**src/rtl/hazard_stall_ctrl.sv**
```systemverilog
// hazard_stall_ctrl: pipeline write/flush sequencer for load-use, branch, MDU occupancy and memory waits,
// with sticky memory-timeout flag and saturating stall/flush counters.
module hazard_stall_ctrl #(
    parameter int MDU_LATENCY = 4,
    parameter int MEM_TIMEOUT = 15,
    parameter int CNT_W       = 16
) (
    input  logic             clk,
    input  logic             rst_n,
    input  logic [4:0]       ID_Rs,
    input  logic [4:0]       ID_Rt,
    input  logic             ID_UsesRt,
    input  logic             EX_MemRead,
    input  logic [4:0]       EX_RegDst,
    input  logic             EX_MduOp,
    input  logic             EX_BranchTaken,
    input  logic             MEM_MemReq,
    input  logic             MEM_MemReady,
    output logic             PC_Write,
    output logic             IF_ID_Write,
    output logic             IF_ID_Flush,
    output logic             ID_EX_Write,
    output logic             ID_EX_Flush,
    output logic             EX_MEM_Write,
    output logic             EX_MEM_Flush,
    output logic             MEM_WB_Write,
    output logic             mem_error,
    output logic [CNT_W-1:0] stall_count,
    output logic [CNT_W-1:0] flush_count
);
    localparam int MW = MDU_LATENCY > 2 ? $clog2(MDU_LATENCY) : 1;
    localparam int TW = $clog2(MEM_TIMEOUT + 1);

    typedef enum logic {RUN, MDU_WAIT} state_t;

    state_t        state, state_nxt;
    logic [MW-1:0] mdu_cnt, mdu_nxt;
    logic [TW-1:0] wait_cnt;
    logic          memwait, load_use, mdu_busy, branch;

    assign memwait  = MEM_MemReq && !MEM_MemReady;
    assign load_use = EX_MemRead && EX_RegDst != 5'd0 &&
                      (EX_RegDst == ID_Rs || (ID_UsesRt && EX_RegDst == ID_Rt));
    assign mdu_busy = state == MDU_WAIT && mdu_cnt != '0;

    always_comb begin
        PC_Write     = 1'b1;
        IF_ID_Write  = 1'b1;
        IF_ID_Flush  = 1'b0;
        ID_EX_Write  = 1'b1;
        ID_EX_Flush  = 1'b0;
        EX_MEM_Write = 1'b1;
        EX_MEM_Flush = 1'b0;
        MEM_WB_Write = 1'b1;
        branch       = 1'b0;
        state_nxt    = state;
        mdu_nxt      = mdu_cnt;
        if (!rst_n) begin
            PC_Write     = 1'b0;
            IF_ID_Write  = 1'b0;
            IF_ID_Flush  = 1'b1;
            ID_EX_Write  = 1'b0;
            ID_EX_Flush  = 1'b1;
            EX_MEM_Write = 1'b0;
            MEM_WB_Write = 1'b0;
        end else if (memwait) begin
            PC_Write     = 1'b0;
            IF_ID_Write  = 1'b0;
            ID_EX_Write  = 1'b0;
            EX_MEM_Write = 1'b0;
            mdu_nxt      = mdu_busy ? mdu_cnt - MW'(1) : mdu_cnt;
        end else if (mdu_busy) begin
            PC_Write     = 1'b0;
            IF_ID_Write  = 1'b0;
            ID_EX_Write  = 1'b0;
            EX_MEM_Flush = 1'b1;
            mdu_nxt      = mdu_cnt - MW'(1);
        end else begin
            // An expired MDU_WAIT decodes as RUN with the finished MDU op masked
            state_nxt = RUN;
            if (EX_BranchTaken) begin
                IF_ID_Flush = 1'b1;
                ID_EX_Flush = 1'b1;
                branch      = 1'b1;
            end else if (state == RUN && EX_MduOp && MDU_LATENCY > 1) begin
                PC_Write     = 1'b0;
                IF_ID_Write  = 1'b0;
                ID_EX_Write  = 1'b0;
                EX_MEM_Flush = 1'b1;
                state_nxt    = MDU_WAIT;
                mdu_nxt      = MW'(MDU_LATENCY - 2);
            end else if (load_use) begin
                PC_Write    = 1'b0;
                IF_ID_Write = 1'b0;
                ID_EX_Flush = 1'b1;
            end
        end
    end

    always_ff @(posedge clk or negedge rst_n) begin
        if (!rst_n) begin
            state       <= RUN;
            mdu_cnt     <= '0;
            wait_cnt    <= '0;
            mem_error   <= 1'b0;
            stall_count <= '0;
            flush_count <= '0;
        end else begin
            state    <= state_nxt;
            mdu_cnt  <= mdu_nxt;
            wait_cnt <= !memwait ? '0 : wait_cnt == TW'(MEM_TIMEOUT) ? wait_cnt : wait_cnt + TW'(1);
            if (memwait && wait_cnt >= TW'(MEM_TIMEOUT - 1))
                mem_error <= 1'b1;
            if (!PC_Write && !(&stall_count))
                stall_count <= stall_count + CNT_W'(1);
            if (branch && !(&flush_count))
                flush_count <= flush_count + CNT_W'(1);
        end
    end
endmodule

```
**config.mk**
```make
export PLATFORM = sky130hd
export DESIGN_NAME = hazard_stall_ctrl
export DESIGN_NICKNAME = d
export VERILOG_FILES = /design/src/rtl/hazard_stall_ctrl.sv
export SDC_FILE = /design/constraint.sdc
export NUM_CORES = 1
export LEC_CHECK = 0
export CORE_UTILIZATION = 40
export DETAILED_ROUTE_END_ITERATION = 16
export PLACE_DENSITY_LB_ADDON = 0.25
export SLEW_MARGIN = 20
export SYNTH_ARGS = -nofsm -noshare
export SYNTH_HDL_FRONTEND = slang
export SYNTH_SLANG_ARGS = --single-unit
```
**constraint.sdc**
```tcl
create_clock -name clk -period 2.2 [get_ports clk]
set_clock_uncertainty 0.2 [all_clocks]
set_input_delay 0.22 -clock clk [delete_from_list [all_inputs] [get_ports clk]]
set_output_delay 0.22 -clock clk [all_outputs]
set_load 0.02 [all_outputs]
```
-- Word-level counts from Yosys, hierarchy flattened
Cells that the tools add are included.
- $add $sub $neg: 4
- order comparisons: 1
- eq/ne operators: 6
- multiplexer cells: 37
- bitwise operators: 3
- reduce and logical (&&, ||, !) cells: 21
- operators with widths (kind ; number):
    $add A16 B1 Y16 const B ; 2
    $reduce_and A16 Y1 ; 2
    $mux W1 ; 30
    $eq A5 B5 Y1 ; 2
    $mux W2 ; 5
    $logic_and A1 B1 Y1 ; 9
    $mux W4 ; 2
    $reduce_bool A5 Y1 ; 1
    $add A4 B1 Y4 const B ; 1
    $eq A4 B4 Y1 const B ; 1
    $ge A4 B4 Y1 const B ; 1
    $logic_not A1 Y1 ; 4
    $ne A2 B1 Y1 const B ; 2
    $reduce_and A4 Y1 ; 1
    $reduce_bool A2 Y1 ; 2
    $not A1 Y1 ; 3
    $reduce_and A3 Y1 ; 1
    $ne A2 B2 Y1 const B ; 1
    $sub A2 B1 Y2 const B ; 1
    $logic_or A1 B1 Y1 ; 1
- bits in registers: 40
- input port bits: 23
- output and inout port bits: 41

-- Logic depth before layout (Yosys ltp)
- word-level depth: 12
- depth in mapped cells: 9
- mapped depth without buffers: 8

-- Least setup slack after synthesis
OpenSTA, ideal clock, no wires.
- path type: register -> output
- start point: register mdu_cnt[0]
- end point: output PC_Write
- arrival: 1.717 ns
- data required time: 1.780 ns
- setup slack: 0.063 ns
- cell stages (with the launch flop): 7
- path buffers: 1
- cells stage by stage: dfrtp_1 > inv_1 > ha_1 > nand2b_1 > o2111a_1 > a21boi_2 > buf_4
- cells in the longest elaborated chain, start to end: 5
- RTL lines (element ; line ; source):
    start, declared ; 37 ; logic [MW-1:0] mdu_cnt, mdu_nxt;
    start signal, assigned ; 110 ; mdu_cnt <= mdu_nxt;
    $reduce_bool A2 Y1 ; 44 ; assign mdu_busy = state == MDU_WAIT && mdu_cnt != '0;
    $logic_and A1 B1 Y1 ; 44 ;
    $mux W1 (3 in series) ; - ;
    end, declared ; 19 ; output logic PC_Write,
No other way between the ends.

-- Final worst setup path
- start point: input EX_RegDst[3]
- end point: output ID_EX_Flush
- cells in the longest elaborated chain, start to end: 10
- RTL lines (element ; line ; source):
    start, declared ; 14 ; input logic [4:0] EX_RegDst,
    $eq A5 B5 Y1 ; 43 ; (EX_RegDst == ID_Rs || (ID_UsesRt && EX_RegDst == ID_Rt));
    $logic_and A1 B1 Y1 ; 43 ;
    $logic_or A1 B1 Y1 ; 43 ;
    $logic_and A1 B1 Y1 (*) ; 42 ; assign load_use = EX_MemRead && EX_RegDst != 5'd0 &&
    $mux W1 (*) ; 92 ; end else if (load_use) begin
    $mux W1 (*) ; 85 ; end else if (state == RUN && EX_MduOp && MDU_LATENCY > 1) begin
    $mux W1 (*) ; 81 ; if (EX_BranchTaken) begin
    $mux W1 (*) ; 72 ; end else if (mdu_busy) begin
    $mux W1 (*) ; 66 ; end else if (memwait) begin
    $mux W1 (*) ; 58 ; if (!rst_n) begin
    end, declared ; 23 ; output logic ID_EX_Flush,
Mark *: on every way between the ends. The rest lies on a longest branch, timed or not.

==> key figures <==
Status
  • Outcome: complete, no violations

STA
  • Slew Limit Fails: 0
  • RSZ-0062 raised after global routing: yes
  • Final setup violation count: 0
  • Hold Vio Cnt, Final: 0
  • Slew HR: 57.80%
  • Tmin final: 2.154 ns
  • Hold WS: 0.1541 ns
  • Max Fclk: 464.3 MHz
  • Final worst-path cycle share: 97.91%
  • PnR worst setup slack: 0.04599 ns
  • Tightest Pin Transition: 0.6309 ns

Clock tree
  • CTS Buf Count: 5
  • CTS tree: built
  • Root buffer cell: clkbuf_8
  • H-tree depth: 2
  • Reg clk slew, reported paths: 0.07 ns
  • CTS Buffer Depth: 2
  • Clk_lat worst skew: 0.29 ns
  • Num Clock Sinks: 40

Layout
  • Post-route insts no fill: 392
  • Commonest non-fill, non-tap cell in the layout: clkdlybuf4s50_1
  • Diode count: 0
  • # nets final: 349
  • Area growth syn-to-layout: 56.59%
  • Layout cells sized above 1: 22.67%
  • Layout Utilization: 64.94%
  • Most frequent cells in the layout: 51 x clkdlybuf4s50_1, 40 x dfrtp_1, 39 x buf_4

Yosys
  • Seq cells post-synth: 40
  • Post-synth net total: 240
  • Sequential share of the synthesized area: 47.25%
  • Mapped Cells: 212
  • EDFF count, synth: 0
  • Synth cell types: 41
  • Mapped Avg Cell Area: 9.992 µm²
  • Syn. warnings: 0
  • Primary FF master, synth: dfrtp_1
  • Synth async-reset ratio: 100.0%
  • Post-Syn Area: 0.002118 mm²

Floorplan
  • Die Area: 0.005591 mm²
  • Core area: 0.005107 mm²
  • Die height: 74.77 µm
  • I/O pin total: 64
  • # rows: 26
  • Starting Density: 41.47%
  • Die Width: 74.77 µm

Critical path
  • R2R Path End: flush_count[9]
  • Crit path largest cell delay: 0.55 ns
  • Crit Path Class: input pin to output port
  • Required @ worst endpoint: 1.78 ns
  • Reg-to-reg startpoint: mdu_cnt[1]
  • Buffers plus inverters on the worst setup path: 2
  • Largest fanout on the critical path: 3
  • Crit path depth: 7
  • Worst R2R Setup Slack: 0.08 ns
  • Data arrival, critical path: 1.73 ns
  • Crit path max-delay family: simple AND/OR/NAND/NOR gates
  • Cells on worst reg2reg path: 9
  • Slowest cell on crit path: or4_4
  • CP startpoint kind: input pin
  • CP Cell Sequence: dlygate4sd2_1 > or4_4 > o21ai_4 > and2b_1 > a21oi_2 > o21ai_1 > buf_4
  • CP endpoint kind: output port

Routing
  • DR vias: 1908
  • Drt drc: 0
  • Number of DRC markers in iteration 0: 65
  • Routed length per instance: 12.40 µm
  • Total wire length: 4859 µm
  • 1st-pass router iterations: 4
  • Vias per cell: 4.867
  • Final ANT Viol Nets: 0

Global routing
  • Largest net degree at the start of global routing: 15
  • Initial antenna violation count: 0
  • GRT Total Usage: 18.84%
  • Grt ovf: 0
  • First-pass GRT wire length: 7941 µm
  • Vias in the first global route: 1776

Placement
  • Final GP Congestion: 0.8165
  • Placed cells: 378
  • Post-DP HPWL: 3696 µm
  • Pre-CTS setup slack: -0.5412 ns
  • Port bufs: 63

Power and ir drop
  • Max rail drop VDD: 724.7 µV
  • Leakage power: 0.001428 µW
  • Pwr dens: 1030 mW/mm²
  • Final Total Pwr: 3416 µW

Worst hold path
  • Hold Path Sink: mdu_cnt[1]
  • Type of the worst min-delay path: input pin to register
  • Hold path depth: 3
  • Hold path startpoint: rst_n

Run
  • Max_cap viols: 0
worst register-to-register path: stages (launching register included):
cell and delay [ns]:
dfrtp_1 0.38, inv_1 0.06, ha_2 0.18, nand2b_4 0.15, buf_6 0.10, nand4_1 0.20
nor4_2 0.32, buf_4 0.17, nand4_1 0.11, xnor2_1 0.14
state kept, by name, indices dropped and copies added (netlist names):
name	flops
flush_count	16
stall_count	16
mdu_cnt	2
mem_error	1
wait_cnt	4
state	1
stage by stage:
step                      instance area (µm²)  setup TNS (ns)
after global routing                     3317         -0.1186
after detailed placement                 3078          -6.222
after CTS                                3253               0
after global placement                   3078          -5.344
final                                    3317               0
after floorplan                          2118               0
cell usage after synthesis, types with 3 or more instances:
master	count	area, µm²
dfrtp_1	40	1001
xnor2_1	22	192.7
nor2_1	26	97.59
nand4_1	12	75.07
ha_1	5	62.56
nand2_1	19	71.32
xor2_1	18	157.7
a31oi_1	3	18.77
nor3_1	8	40.04
nand2b_1	4	25.02
inv_1	7	26.28
nand3_1	9	45.04
o21ai_0	5	25.02
kinds of logic (layout without fill, tap and decap cells):
group,after synthesis,count (layout),synth area share (%)
adders and majority gates,5,5,2.953
DFF,40,40,47.25
AOI/OAI and AO/OA,21,21,7.206
and+or+nand+nor,93,93,22.09
muxes,2,2,1.240
buffers and inverters,11,121,2.717
xor gates and xnor gates,40,40,16.54
where the power goes:
part | leakage, µW | switching (µW) | internal [µW]
sequential | 0.000485 | 196 | 931
combinational | 0.000887 | 821 | 880
clock | 0.0000552 | 251 | 337
total | 0.00143 | 1270 | 2150
timing repair:
item                                    in CTS  in global routing
pin swaps                                    4                  9
endpoints found under the hold margin       40                  0
buffers inserted                             2                  1
hold buffers                                 3                  0
endpoints found under the setup margin      16                 22
gates resized for setup                     30                 17
worst max-delay path by stage:
| stage | to | start | slack, ns |
|---|---|---|---|
| after floorplan | PC_Write | mdu_cnt[0] | 0.06 |
| after global placement | ID_EX_Flush | EX_RegDst[1] | -0.50 |
| after detailed placement | ID_EX_Flush | EX_RegDst[1] | -0.54 |
| after CTS | stall_count[1] | stall_count[9] | 0.006 |
| after global routing | PC_Write | mdu_cnt[0] | -0.03 |
| final | ID_EX_Flush | EX_RegDst[3] | 0.05 |
metal layers:
layer	part of all wire (%)	global-route usage, %	vias to the layer above
met5	0	0	-
met4	1.9	8.805	0
met3	3.3	4.150	12
met2	49	30.33	42
met1	46	24.21	910
li1	-	-	944
final cells by class:
cell class / instances / area [µm²]
clock inverter: 2 / 35.03
multi-input combinational: 161 / 1146
sequential: 40 / 1001
inverter: 7 / 26.28
timing repair buffer: 106 / 948.4
fill: 431 / 1790
tap: 70 / 87.58
clock buffer: 6 / 72.57
Note: power is estimated with default switching activity, not from simulation.
